<file path="config.mk">
export PLATFORM = sky130hd
export DESIGN_NAME = nfca_rx_manchester_dec
export DESIGN_NICKNAME = d
export VERILOG_FILES = /design/src/rtl/nfca_pkg.sv /design/src/rtl/nfca_rx_halfbit_cls.sv /design/src/rtl/nfca_rx_manchester_dec.sv
export SDC_FILE = /design/constraint.sdc
export NUM_CORES = 1
export LEC_CHECK = 0
export CAP_MARGIN = 0
export CORE_ASPECT_RATIO = 1.25
export CORE_MARGIN = 2
export CORE_UTILIZATION = 64
export DETAILED_ROUTE_END_ITERATION = 8
export PLACE_DENSITY = 0.82
export SYNTH_ARGS = -nofsm -noshare
export SYNTH_HDL_FRONTEND = slang
export SYNTH_HIERARCHICAL = 1
export SYNTH_SLANG_ARGS = --single-unit
</file>
<file path="constraint.sdc">
create_clock -name clk -period 7 [get_ports clk]
set_input_delay 0.7 -clock clk [delete_from_list [all_inputs] [get_ports clk]]
set_output_delay 0.7 -clock clk [all_outputs]
set_load 0.03 [all_outputs]
</file>
<file path="src/rtl/nfca_pkg.sv">
// rtl/nfca_pkg.sv - shared types and constants for the NFC-A PICC->PCD Manchester decoder
//
// Purpose : half-bit classes, decoder FSM states and the SOF slice pattern.
// Ports   : none (package).
package nfca_pkg;

    typedef enum logic [1:0] {
        HB_ZERO = 2'd0,
        HB_ONE  = 2'd1,
        HB_UNK  = 2'd2
    } hb_class_e;

    typedef enum logic [1:0] {
        ST_IDLE  = 2'd0,
        ST_PARSE = 2'd1,
        ST_STOP  = 2'd2
    } dec_state_e;

    // Classes of {h3,h2,h1,h0} when the window holds the start bit: two quiet
    // slices followed by a '1' bit (subcarrier, then no subcarrier).
    localparam logic [7:0] SOF_PATTERN = {HB_ZERO, HB_ZERO, HB_ONE, HB_ZERO};

    function automatic logic [7:0] pack_classes(input hb_class_e h3, input hb_class_e h2,
                                                input hb_class_e h1, input hb_class_e h0);
        return {h3, h2, h1, h0};
    endfunction

endpackage

</file>
<file path="src/rtl/nfca_rx_halfbit_cls.sv">
// rtl/nfca_rx_halfbit_cls.sv - popcount classifier for one half-bit slice
//
// Purpose : counts the subcarrier samples in one half-bit slice and maps the
//           count to ONE (>= ONE_TH), ZERO (<= ZERO_TH) or UNK (in between).
// Ports   : slice_i  HALF_SAMPLES samples of one half-bit
//           cls_o    class of that slice (combinational)
module nfca_rx_halfbit_cls
    import nfca_pkg::*;
#(
    parameter int HALF_SAMPLES = 12,
    parameter int ONE_TH       = 3,
    parameter int ZERO_TH      = 1
) (
    input  logic [HALF_SAMPLES-1:0] slice_i,
    output hb_class_e               cls_o
);

    localparam int PW = $clog2(HALF_SAMPLES + 1);

    logic [PW-1:0] ones;

    always_comb begin
        ones = '0;
        for (int i = 0; i < HALF_SAMPLES; i++) begin
            ones = ones + PW'(slice_i[i]);
        end
    end

    always_comb begin
        if (int'(ones) >= ONE_TH) begin
            cls_o = HB_ONE;
        end else if (int'(ones) <= ZERO_TH) begin
            cls_o = HB_ZERO;
        end else begin
            cls_o = HB_UNK;
        end
    end

endmodule

</file>
<file path="src/rtl/nfca_rx_manchester_dec.sv">
// rtl/nfca_rx_manchester_dec.sv - ISO14443-A PICC->PCD Manchester bit decoder
//
// Purpose : finds SOF in the subcarrier sample stream, emits data bits, and
//           ends the frame on EOF, collision (optional), noise, bit limit or
//           SOF timeout.
// Ports   : clk, rstn        clock, asynchronous active-low reset
//           rx_on_i          receive window; low clears all state
//           rx_ask_en_i      sample strobe
//           rx_ask_i         subcarrier present
//           rx_bit_en_o      one-cycle pulse, rx_bit_o/rx_bit_col_o valid
//           rx_bit_o         decoded bit (collisions reported as 1)
//           rx_bit_col_o     this bit was a collision
//           rx_end_o         one-cycle pulse, frame ended
//           rx_end_col_o     a collision occurred in the frame
//           rx_end_err_o     noise, undecodable pair or too many bits
//           rx_end_tmo_o     no SOF within SOF_TIMEOUT strobes
//           rx_bit_cnt_o     data bits emitted in the current frame
//           rx_col_pos_o     index of the first collided bit
module nfca_rx_manchester_dec
    import nfca_pkg::*;
#(
    parameter  int HALF_SAMPLES = 12,
    parameter  int ONE_TH       = 3,
    parameter  int ZERO_TH      = 1,
    parameter  int COL_CONTINUE = 1,
    parameter  int MAX_BITS     = 4096,
    parameter  int SOF_TIMEOUT  = 0,
    localparam int CW           = $clog2(MAX_BITS + 1)
) (
    input  logic          clk,
    input  logic          rstn,
    input  logic          rx_on_i,
    input  logic          rx_ask_en_i,
    input  logic          rx_ask_i,
    output logic          rx_bit_en_o,
    output logic          rx_bit_o,
    output logic          rx_bit_col_o,
    output logic          rx_end_o,
    output logic          rx_end_col_o,
    output logic          rx_end_err_o,
    output logic          rx_end_tmo_o,
    output logic [CW-1:0] rx_bit_cnt_o,
    output logic [CW-1:0] rx_col_pos_o
);

    localparam int WW  = 4 * HALF_SAMPLES;
    localparam int PHW = $clog2(2 * HALF_SAMPLES);
    localparam int TW  = (SOF_TIMEOUT > 0) ? $clog2(SOF_TIMEOUT + 1) : 1;

    logic [WW-1:0]  win_q, win_d;
    hb_class_e      cls_w [4];
    hb_class_e      cls_q [4];

    dec_state_e     state_q;
    logic [PHW-1:0] phase_q;
    logic [TW-1:0]  tmo_q, tmo_d;
    logic           col_flag_q;

    logic           bit_en_q, bit_q, bit_col_q;
    logic           end_q, end_col_q, end_err_q, end_tmo_q;
    logic [CW-1:0]  bit_cnt_q, col_pos_q;

    logic           sof_hit, pair_unk, pair_eof, pair_col;
    logic           at_decide, at_max, tmo_hit;

    // Newest sample enters at the LSB, so slice 0 (h0) is the most recent half-bit.
    assign win_d = {win_q[WW-2:0], rx_ask_i};

    for (genvar g = 0; g < 4; g++) begin : g_slice
        nfca_rx_halfbit_cls #(
            .HALF_SAMPLES (HALF_SAMPLES),
            .ONE_TH       (ONE_TH),
            .ZERO_TH      (ZERO_TH)
        ) u_cls (
            .slice_i (win_q[g*HALF_SAMPLES +: HALF_SAMPLES]),
            .cls_o   (cls_w[g])
        );
    end

    // Classes are taken from the pre-shift window and registered, so every
    // decision below sees the window as it was one strobe earlier.
    always_ff @(posedge clk or negedge rstn) begin
        if (!rstn) begin
            win_q <= '0;
            for (int i = 0; i < 4; i++) cls_q[i] <= HB_ZERO;
        end else if (!rx_on_i) begin
            win_q <= '0;
            for (int i = 0; i < 4; i++) cls_q[i] <= HB_ZERO;
        end else if (rx_ask_en_i) begin
            win_q <= win_d;
            for (int i = 0; i < 4; i++) cls_q[i] <= cls_w[i];
        end
    end

    assign sof_hit   = pack_classes(cls_q[3], cls_q[2], cls_q[1], cls_q[0]) == SOF_PATTERN;
    assign pair_unk  = (cls_q[1] == HB_UNK) || (cls_q[0] == HB_UNK);
    assign pair_eof  = (cls_q[1] == HB_ZERO) && (cls_q[0] == HB_ZERO);
    assign pair_col  = (cls_q[1] == HB_ONE) && (cls_q[0] == HB_ONE);
    assign at_decide = phase_q == PHW'(2 * HALF_SAMPLES - 1);
    assign at_max    = bit_cnt_q == CW'(MAX_BITS);
    assign tmo_d     = tmo_q + TW'(1);
    assign tmo_hit   = (SOF_TIMEOUT != 0) && (tmo_d == TW'(SOF_TIMEOUT));

    always_ff @(posedge clk or negedge rstn) begin
        if (!rstn) begin
            state_q    <= ST_IDLE;
            phase_q    <= '0;
            tmo_q      <= '0;
            col_flag_q <= 1'b0;
            bit_en_q   <= 1'b0;
            bit_q      <= 1'b0;
            bit_col_q  <= 1'b0;
            end_q      <= 1'b0;
            end_col_q  <= 1'b0;
            end_err_q  <= 1'b0;
            end_tmo_q  <= 1'b0;
            bit_cnt_q  <= '0;
            col_pos_q  <= '0;
        end else begin
            bit_en_q <= 1'b0;
            end_q    <= 1'b0;
            if (!rx_on_i) begin
                state_q    <= ST_IDLE;
                phase_q    <= '0;
                tmo_q      <= '0;
                col_flag_q <= 1'b0;
                bit_q      <= 1'b0;
                bit_col_q  <= 1'b0;
                end_col_q  <= 1'b0;
                end_err_q  <= 1'b0;
                end_tmo_q  <= 1'b0;
                bit_cnt_q  <= '0;
                col_pos_q  <= '0;
            end else if (rx_ask_en_i) begin
                case (state_q)
                    ST_IDLE: begin
                        phase_q <= '0;
                        if (sof_hit) begin
                            state_q    <= ST_PARSE;
                            bit_cnt_q  <= '0;
                            col_flag_q <= 1'b0;
                        end else if (tmo_hit) begin
                            state_q   <= ST_STOP;
                            end_q     <= 1'b1;
                            end_tmo_q <= 1'b1;
                            end_err_q <= 1'b0;
                            end_col_q <= 1'b0;
                        end else if (SOF_TIMEOUT != 0) begin
                            tmo_q <= tmo_d;
                        end
                    end
                    ST_PARSE: begin
                        if (!at_decide) begin
                            phase_q <= phase_q + PHW'(1);
                        end else begin
                            phase_q <= '0;
                            if (pair_unk) begin
                                state_q   <= ST_STOP;
                                end_q     <= 1'b1;
                                end_err_q <= 1'b1;
                                end_tmo_q <= 1'b0;
                                end_col_q <= col_flag_q;
                            end else if (pair_eof) begin
                                state_q   <= ST_STOP;
                                end_q     <= 1'b1;
                                end_err_q <= 1'b0;
                                end_tmo_q <= 1'b0;
                                end_col_q <= col_flag_q;
                            end else if (pair_col && (COL_CONTINUE == 0)) begin
                                state_q   <= ST_STOP;
                                end_q     <= 1'b1;
                                end_err_q <= 1'b0;
                                end_tmo_q <= 1'b0;
                                end_col_q <= 1'b1;
                                col_pos_q <= bit_cnt_q;
                            end else if (at_max) begin
                                state_q   <= ST_STOP;
                                end_q     <= 1'b1;
                                end_err_q <= 1'b1;
                                end_tmo_q <= 1'b0;
                                end_col_q <= col_flag_q;
                            end else begin
                                // (ONE,ZERO) is a 1, (ZERO,ONE) a 0; a collision reads as 1.
                                bit_en_q  <= 1'b1;
                                bit_q     <= (cls_q[1] == HB_ONE);
                                bit_col_q <= pair_col;
                                bit_cnt_q <= bit_cnt_q + CW'(1);
                                if (pair_col && !col_flag_q) begin
                                    col_pos_q  <= bit_cnt_q;
                                    col_flag_q <= 1'b1;
                                end
                            end
                        end
                    end
                    ST_STOP: begin
                        // Frame is over; wait for the receive window to close.
                    end
                    default: begin
                        state_q <= ST_IDLE;
                    end
                endcase
            end
        end
    end

    assign rx_bit_en_o  = bit_en_q;
    assign rx_bit_o     = bit_q;
    assign rx_bit_col_o = bit_col_q;
    assign rx_end_o     = end_q;
    assign rx_end_col_o = end_col_q;
    assign rx_end_err_o = end_err_q;
    assign rx_end_tmo_o = end_tmo_q;
    assign rx_bit_cnt_o = bit_cnt_q;
    assign rx_col_pos_o = col_pos_q;

endmodule
</file>
==> flow_metrics.tcl, run 1 <==
set metrics [dict create \
    path_class "reg -> reg" \
    slew_viol_final 0 \
    synth_nets 588 \
    worstMarginPinSlew_ns 0.9696 \
    setup_viol 0 \
    io_buffers 36 \
    critPathRequiredTime_ns 7.29 \
    first_iter_violations 166 \
    place.gp.congestion 0.8690 \
    grt_max_degree 94 \
    synth_edf_count 0 \
    crit_slowest_cell "fa_1" \
    power_density_nw_per_um2 146.8 \
    dr.pass1.iters 4 \
    ys_top_cells_by_count "96 x dfrtp_1, 66 x inv_1, 61 x nor2b_1" \
    place_hpwl_mm 7.490 \
    avgViaCountPerCell 5.640 \
    post_cts_resized 0 \
    switchingPower_w 0.0002138 \
    clkTransAtPathRegs_ns 0.09 \
    routed_wl_mm 10.59 \
    grt_pass1_wl_mm 18.62 \
    tritoncts "built" \
    area_growth_pct 9.038 \
    peakVddDrop_mv 0.1142 \
    seqPwrFrac_pct 60.2 \
    start_util_pct 66.19 \
    ys_seq_area_share_pct 41.71 \
    ios 38 \
    die_area_um2 9778 \
    first_global_vias 3931 \
    path_delay_family "adder cells" \
    numCtsBuffers 9 \
    p_leak_nw 2.902 \
    finalHoldViolations 0 \
    dp_slack_ns 3.182 \
    synthFlopType "dfrtp_1" \
    drcViolationCount 0 \
    cts_setup_buffers 0 \
    clock_skew_ns 0.008821 \
    swShare_pct 23.20 \
    drtAntennaViolNets 0 \
    crit_buf_inv 2 \
    worst_slack_ns 3.178 \
    timing.fmax_mhz 261.7 \
    core_area_um2 8701 \
    max_stage_delay_ns 0.53 \
    clk_path_buf_depth 2 \
    relSlewSlack_pct 35.36 \
    intPower_w 0.0007079 \
    yosys_warnings 6 \
    cts_sinks 96 \
    yosys.area.top_type "dfrtp_1" \
    critPathLaunchType "flip-flop" \
    finalNetCount 613 \
    yosysMostFrequentCell "dfrtp_1" \
    antenna_found_initial 0 \
    cts-hold-fix-buffers 0 \
    maxCapViolations 0 \
    ys_seq_elements 96 \
    period_share_pct 54.59 \
    synth_area_um2 5759 \
    die_y_um 110.1 \
    critPathMostFrequentCell "fa_1" \
    netlist_top_cells_area "dfrtp_1 42%, mux2i_1 10%, fa_1 9.7%, nor2b_1 6.6%, inv_1 4.3%" \
    synth_top_area_share_pct 41.71 \
    root_buffer "clkbuf_8" \
    crit_fanout 3 \
    synth.avg_cell_area_um2 10.74 \
    cp.arrival_ns 4.11 \
    htree_levels 3 \
    grt_usage_pct 24.66 \
    rows 38 \
    overflow 0 \
    die_x_um 88.85 \
    power_frac_comb_pct 5.5 \
    rsz0062_at_grt "false" \
    synthArstFlopShare_pct 100.0 \
    post_synth_num_cell_types 54 \
    synthCells 536 \
    finalCriticalPeriod_ns 3.822 \
    fill_cells 627 \
    p_clk_share_pct 34.3 \
    worstPathCellList "fa_1 > inv_1 > fa_1 > fa_1 > fa_1 > inv_1 > ha_1 > fa_1 > nor3b_1 > o21a_1 > mux2i_1 > nor2b_1" \
    hold_path_class "in -> async" \
    wl_per_cell_um 15.48 \
    antennaDiodeCount 0 \
    endpoint_kind "flip-flop" \
    run_status "finished, final reports clean" \
    clkLatencyLatePin_ns 0.36 \
    drive_gt1_share_pct 8.156 \
    via_count 3858 \
    finalSetupTns_ns 0 \
]
## cell usage in the layout, fill, tap and decap left out, types with 13 or more instances in the layout
cell | netlist | layout
dfrtp_1 | 96 | 96
inv_1 | 66 | 66
nor2b_1 | 61 | 61
mux2i_1 | 60 | 60
clkdlybuf4s50_1 | 0 | 33
fa_1 | 28 | 28
nand2_1 | 21 | 21
ha_1 | 19 | 19
o21ai_0 | 16 | 16
a21oi_1 | 14 | 14
nor2_1 | 13 | 13
o21ai_2 | 13 | 13
## power by group through the flow
stage          registers (W)  clock network [W]  logic (W)
2_1_floorplan       0.000566                  0  0.0000337
3_3_place_gp        0.000566                  0  0.0000508
3_5_place_dp        0.000566                  0  0.0000516
4_1_cts             0.000555           0.000324  0.0000518
5_1_grt             0.000556           0.000347  0.0000564
6_report            0.000555           0.000316  0.0000505
## sequential cells by signal, indices dropped and copies added (netlist names)
signal,cells
cls_q,8
col_flag_q,1
phase_q,5
rx_bit_cnt_o,13
rx_bit_col_o,1
rx_bit_en_o,1
rx_bit_o,1
rx_col_pos_o,13
rx_end_col_o,1
rx_end_err_o,1
rx_end_o,1
state_q,2
win_q,48
## cell families (layout without fill, tap and decap cells)
logic type / Yosys count / count (layout) / share of synthesized area (%)
and+or+nand+nor: 165 / 165 / 17.95
buffers and inverters: 90 / 118 / 6.887
muxes: 60 / 60 / 10.43
adders and majority gates: 47 / 47 / 13.86
AOI/OAI and AO/OA: 77 / 77 / 9.103
DFF: 96 / 96 / 41.71
other: 1 / 1 / 0.06511
## layout make-up
type	count	area, µm²	share of cell area [%]
clock inverter	1	5.005	0.07970
tap	120	150.1	2.391
inverter	66	247.7	3.945
sequential	96	2402	38.25
multi-input combinational	350	2960	47.14
clock buffer	13	148.9	2.371
timing repair buffer	38	365.4	5.818
## per-layer routing
| layer | up-vias | track usage (%) | share of wire [%] | wire [µm] |
|---|---|---|---|---|
| li1 | 1843 | - | - | - |
| met5 | - | 0 | 0 | 0 |
| met4 | 0 | 7.143 | 1.4 | 144 |
| met1 | 1943 | 31.92 | 44 | 4638 |
| met2 | 61 | 41.63 | 51 | 5393 |
| met3 | 11 | 5.436 | 3.9 | 409 |
## per-stage QoR
step	utilization, %	area [µm²]	hold slack, ns	cells	total power, W
CTS	72.17	6280	0.3515	684	0.0009307
global placement	70.41	6126	0.4968	670	0.0006172
global route	72.17	6280	0.3759	684	0.0009587
finish	72.17	6280	0.3326	684	0.0009218
floorplan	-	5759	0.4044	536	0.0006001
detailed placement	70.41	6126	0.5059	670	0.0006180
## final timing paths
check / startpoint / to / slack [ns] / cells after the start
max reg2reg: win_q[41]$_DFFE_PN0N_ / cls_q[1]$_DFFE_PN0N_ / 3.18 / 12
min in group clk: rx_col_pos_o[6]$_DFFE_PN0P_ / rx_col_pos_o[6]$_DFFE_PN0P_ / 0.52 / 2
min: rstn / win_q[34]$_DFFE_PN0N_ / 0.33 / 1
min reg2reg: rx_col_pos_o[6]$_DFFE_PN0P_ / rx_col_pos_o[6]$_DFFE_PN0P_ / 0.52 / 2
max: win_q[41]$_DFFE_PN0N_ / cls_q[1]$_DFFE_PN0N_ / 3.18 / 12
max in group asynchronous: rstn / rx_col_pos_o[1]$_DFFE_PN0P_ / 5.60 / 2
(Power assumes the default switching activity.)
==> inputs of run 2 (changes only) <==
--- a/config.mk
+++ b/config.mk
@@ -8,9 +8,9 @@
 export CAP_MARGIN = 0
 export CORE_ASPECT_RATIO = 1.25
 export CORE_MARGIN = 2
-export CORE_UTILIZATION = 64
+export CORE_UTILIZATION = 54
 export DETAILED_ROUTE_END_ITERATION = 8
-export PLACE_DENSITY = 0.82
+export PLACE_DENSITY = 0.74
 export SYNTH_ARGS = -nofsm -noshare
 export SYNTH_HDL_FRONTEND = slang
 export SYNTH_HIERARCHICAL = 1
==> constraint.sdc (replaced) <==
create_clock -name clk -period 3.2 [get_ports clk]
set_input_delay 0.32 -clock clk [delete_from_list [all_inputs] [get_ports clk]]
set_output_delay 0.32 -clock clk [all_outputs]
set_load 0.03 [all_outputs]
==> flow_metrics.tcl, run 2 (synthesis results as in run 1) <==
set metrics [dict create \
    run_status "finished, violations left" \
    violations "setup timing" \
    power_density_nw_per_um2 367.8 \
    die_x_um 96.37 \
    intPower_w 0.001966 \
    p_clk_share_pct 46.4 \
    setup_viol 8 \
    layout.cells.non_filler 728 \
    hold_path_class "in -> async" \
    wl_per_cell_um 16.53 \
    finalNetCount 643 \
    rows 42 \
    layout_commonest_cell "dfrtp_1" \
    crit_fanout 2 \
    swShare_pct 21.30 \
    critPathMostFrequentCell "fa_1" \
    crit_buf_inv 2 \
    route.met3.wl_um 455 \
    switchingPower_w 0.0005320 \
    critPathRequiredTime_ns 3.46 \
    place_inst 708 \
    clkLatencyLatePin_ns 0.34 \
    first_global_vias 4253 \
    clock_skew_ns 0.007998 \
    endpoint_kind "flip-flop" \
    drive_gt1_share_pct 16.61 \
    path_delay_family "adder cells" \
    antenna_found_initial 0 \
    die_area_um2 11510 \
    path_class "reg -> reg" \
    cts_sinks 96 \
    slew_viol_final 0 \
    numCtsBuffers 9 \
    clk_path_buf_depth 2 \
    worstMarginPinSlew_ns 0.9571 \
    power_frac_comb_pct 4.9 \
    tritoncts "built" \
    relSlewSlack_pct 36.19 \
    timing.fmax_mhz 260.6 \
    via_count 4053 \
    avgViaCountPerCell 5.567 \
    root_buffer "clkbuf_16" \
    worst_slack_ns -0.6366 \
    crit_slowest_cell "fa_1" \
    place.gp.congestion 0.8197 \
    peakVddDrop_mv 0.2819 \
    area_growth_pct 17.92 \
    grt_max_degree 58 \
    antennaDiodeCount 0 \
    seqPwrFrac_pct 48.7 \
    first_iter_violations 136 \
    maxCapViolations 0 \
    overflow 0 \
    routed_wl_mm 12.04 \
    rsz0062_at_grt "true" \
    drtAntennaViolNets 0 \
    layout_common_cells "96 x dfrtp_1, 63 x inv_1, 61 x nor2b_1" \
    core_area_um2 10510 \
    dp_slack_ns -0.5476 \
    wl_met2_mm 6.287 \
    ios 38 \
    regMostFlops "win_q" \
    finalCriticalPeriod_ns 3.837 \
    cp.arrival_ns 4.10 \
    grt_pass1_wl_mm 20.27 \
    grt_usage_pct 22.78 \
    max_stage_delay_ns 0.55 \
    start_util_pct 54.80 \
    io_buffers 36 \
    cts-hold-fix-buffers 0 \
    top_layer "met4" \
    largest_reg_flops 48 \
    die_y_um 119.5 \
    place_hpwl_mm 8.556 \
    htree_levels 3 \
    clkTransAtPathRegs_ns 0.06 \
    p_leak_nw 3.136 \
    dr.pass1.iters 4 \
    wl_met1_mm 5.106 \
    critPathLaunchType "flip-flop" \
    drcViolationCount 0 \
    finalHoldViolations 0 \
    finalSetupTns_ns -4.003 \
    period_share_pct 119.9 \
    worstPathCellList "fa_1 > inv_1 > fa_1 > fa_1 > fa_1 > inv_1 > ha_2 > fa_2 > nor3b_4 > o21a_1 > mux2i_1 > nor2b_1" \
]
run 2: worst paths after layout:
kind,start,endpoint,slack [ns],depth (start not counted)
max in group asynchronous,rstn,rx_col_pos_o[2]$_DFFE_PN0P_,2.51,2
worst max register to register,win_q[29]$_DFFE_PN0N_,cls_q[3]$_DFFE_PN0N_,-0.64,12
worst max-delay path,win_q[29]$_DFFE_PN0N_,cls_q[3]$_DFFE_PN0N_,-0.64,12
worst min register to register,rx_col_pos_o[10]$_DFFE_PN0P_,rx_col_pos_o[10]$_DFFE_PN0P_,0.52,2
worst min-delay path,rstn,win_q[38]$_DFFE_PN0N_,0.003,1
min in group clk,rx_ask_en_i,state_q[1]$_DFFE_PN0P_,0.35,3
run 2: worst register-to-register path: stages, from the launching register on:
cell	delay [ns]
dfrtp_1	0.40
fa_1	0.55
inv_1	0.06
fa_1	0.52
fa_1	0.43
fa_1	0.50
inv_1	0.05
ha_2	0.18
fa_2	0.55
nor3b_4	0.18
o21a_1	0.14
mux2i_1	0.06
nor2b_1	0.14
run 2: area by class of cell:
cell class,count,area [µm²]
Fill cell,819,3719
Multi-Input combinational cell,350,3050
Sequential cell,96,2402
Timing Repair Buffer,68,603.1
Inverter,66,247.7
Clock buffer,11,242.7
Tap cell,132,165.2
Clock inverter,5,80.08
run 2: layer usage:
metal | GRT usage [%] | vias up
met4 | 7.835 | 0
met2 | 38.59 | 73
met1 | 28.76 | 2052
met3 | 4.617 | 12
met5 | 0 | -
li1 | - | 1916
run 2: timing repair:
item,CTS,global route
pin swaps,1,2
setup buffers,1,3
gates resized for setup,2,12
setup endpoints to repair,8,8
run 2: metrics by stage:
stage	total power, W	util [%]	cell area (µm²)	hold WS (ns)
floorplan	0.001313	-	5792	0.02441
global placement	0.001358	60.71	6381	0.3836
detailed placement	0.001360	60.71	6381	0.3882
CTS	0.002521	63.92	6718	0.01807
global route	0.002578	64.62	6792	0.04786
finish	0.002498	64.62	6792	0.003190
run 2: power groups by stage:
stage	Clock, W	Combinational, W	Sequential (W)
after floorplan	0	0.0000743	0.00124
after global placement	0	0.000120	0.00124
after detailed placement	0	0.000121	0.00124
after CTS	0.00118	0.000122	0.00122
after global routing	0.00123	0.000136	0.00122
final	0.00116	0.000123	0.00122
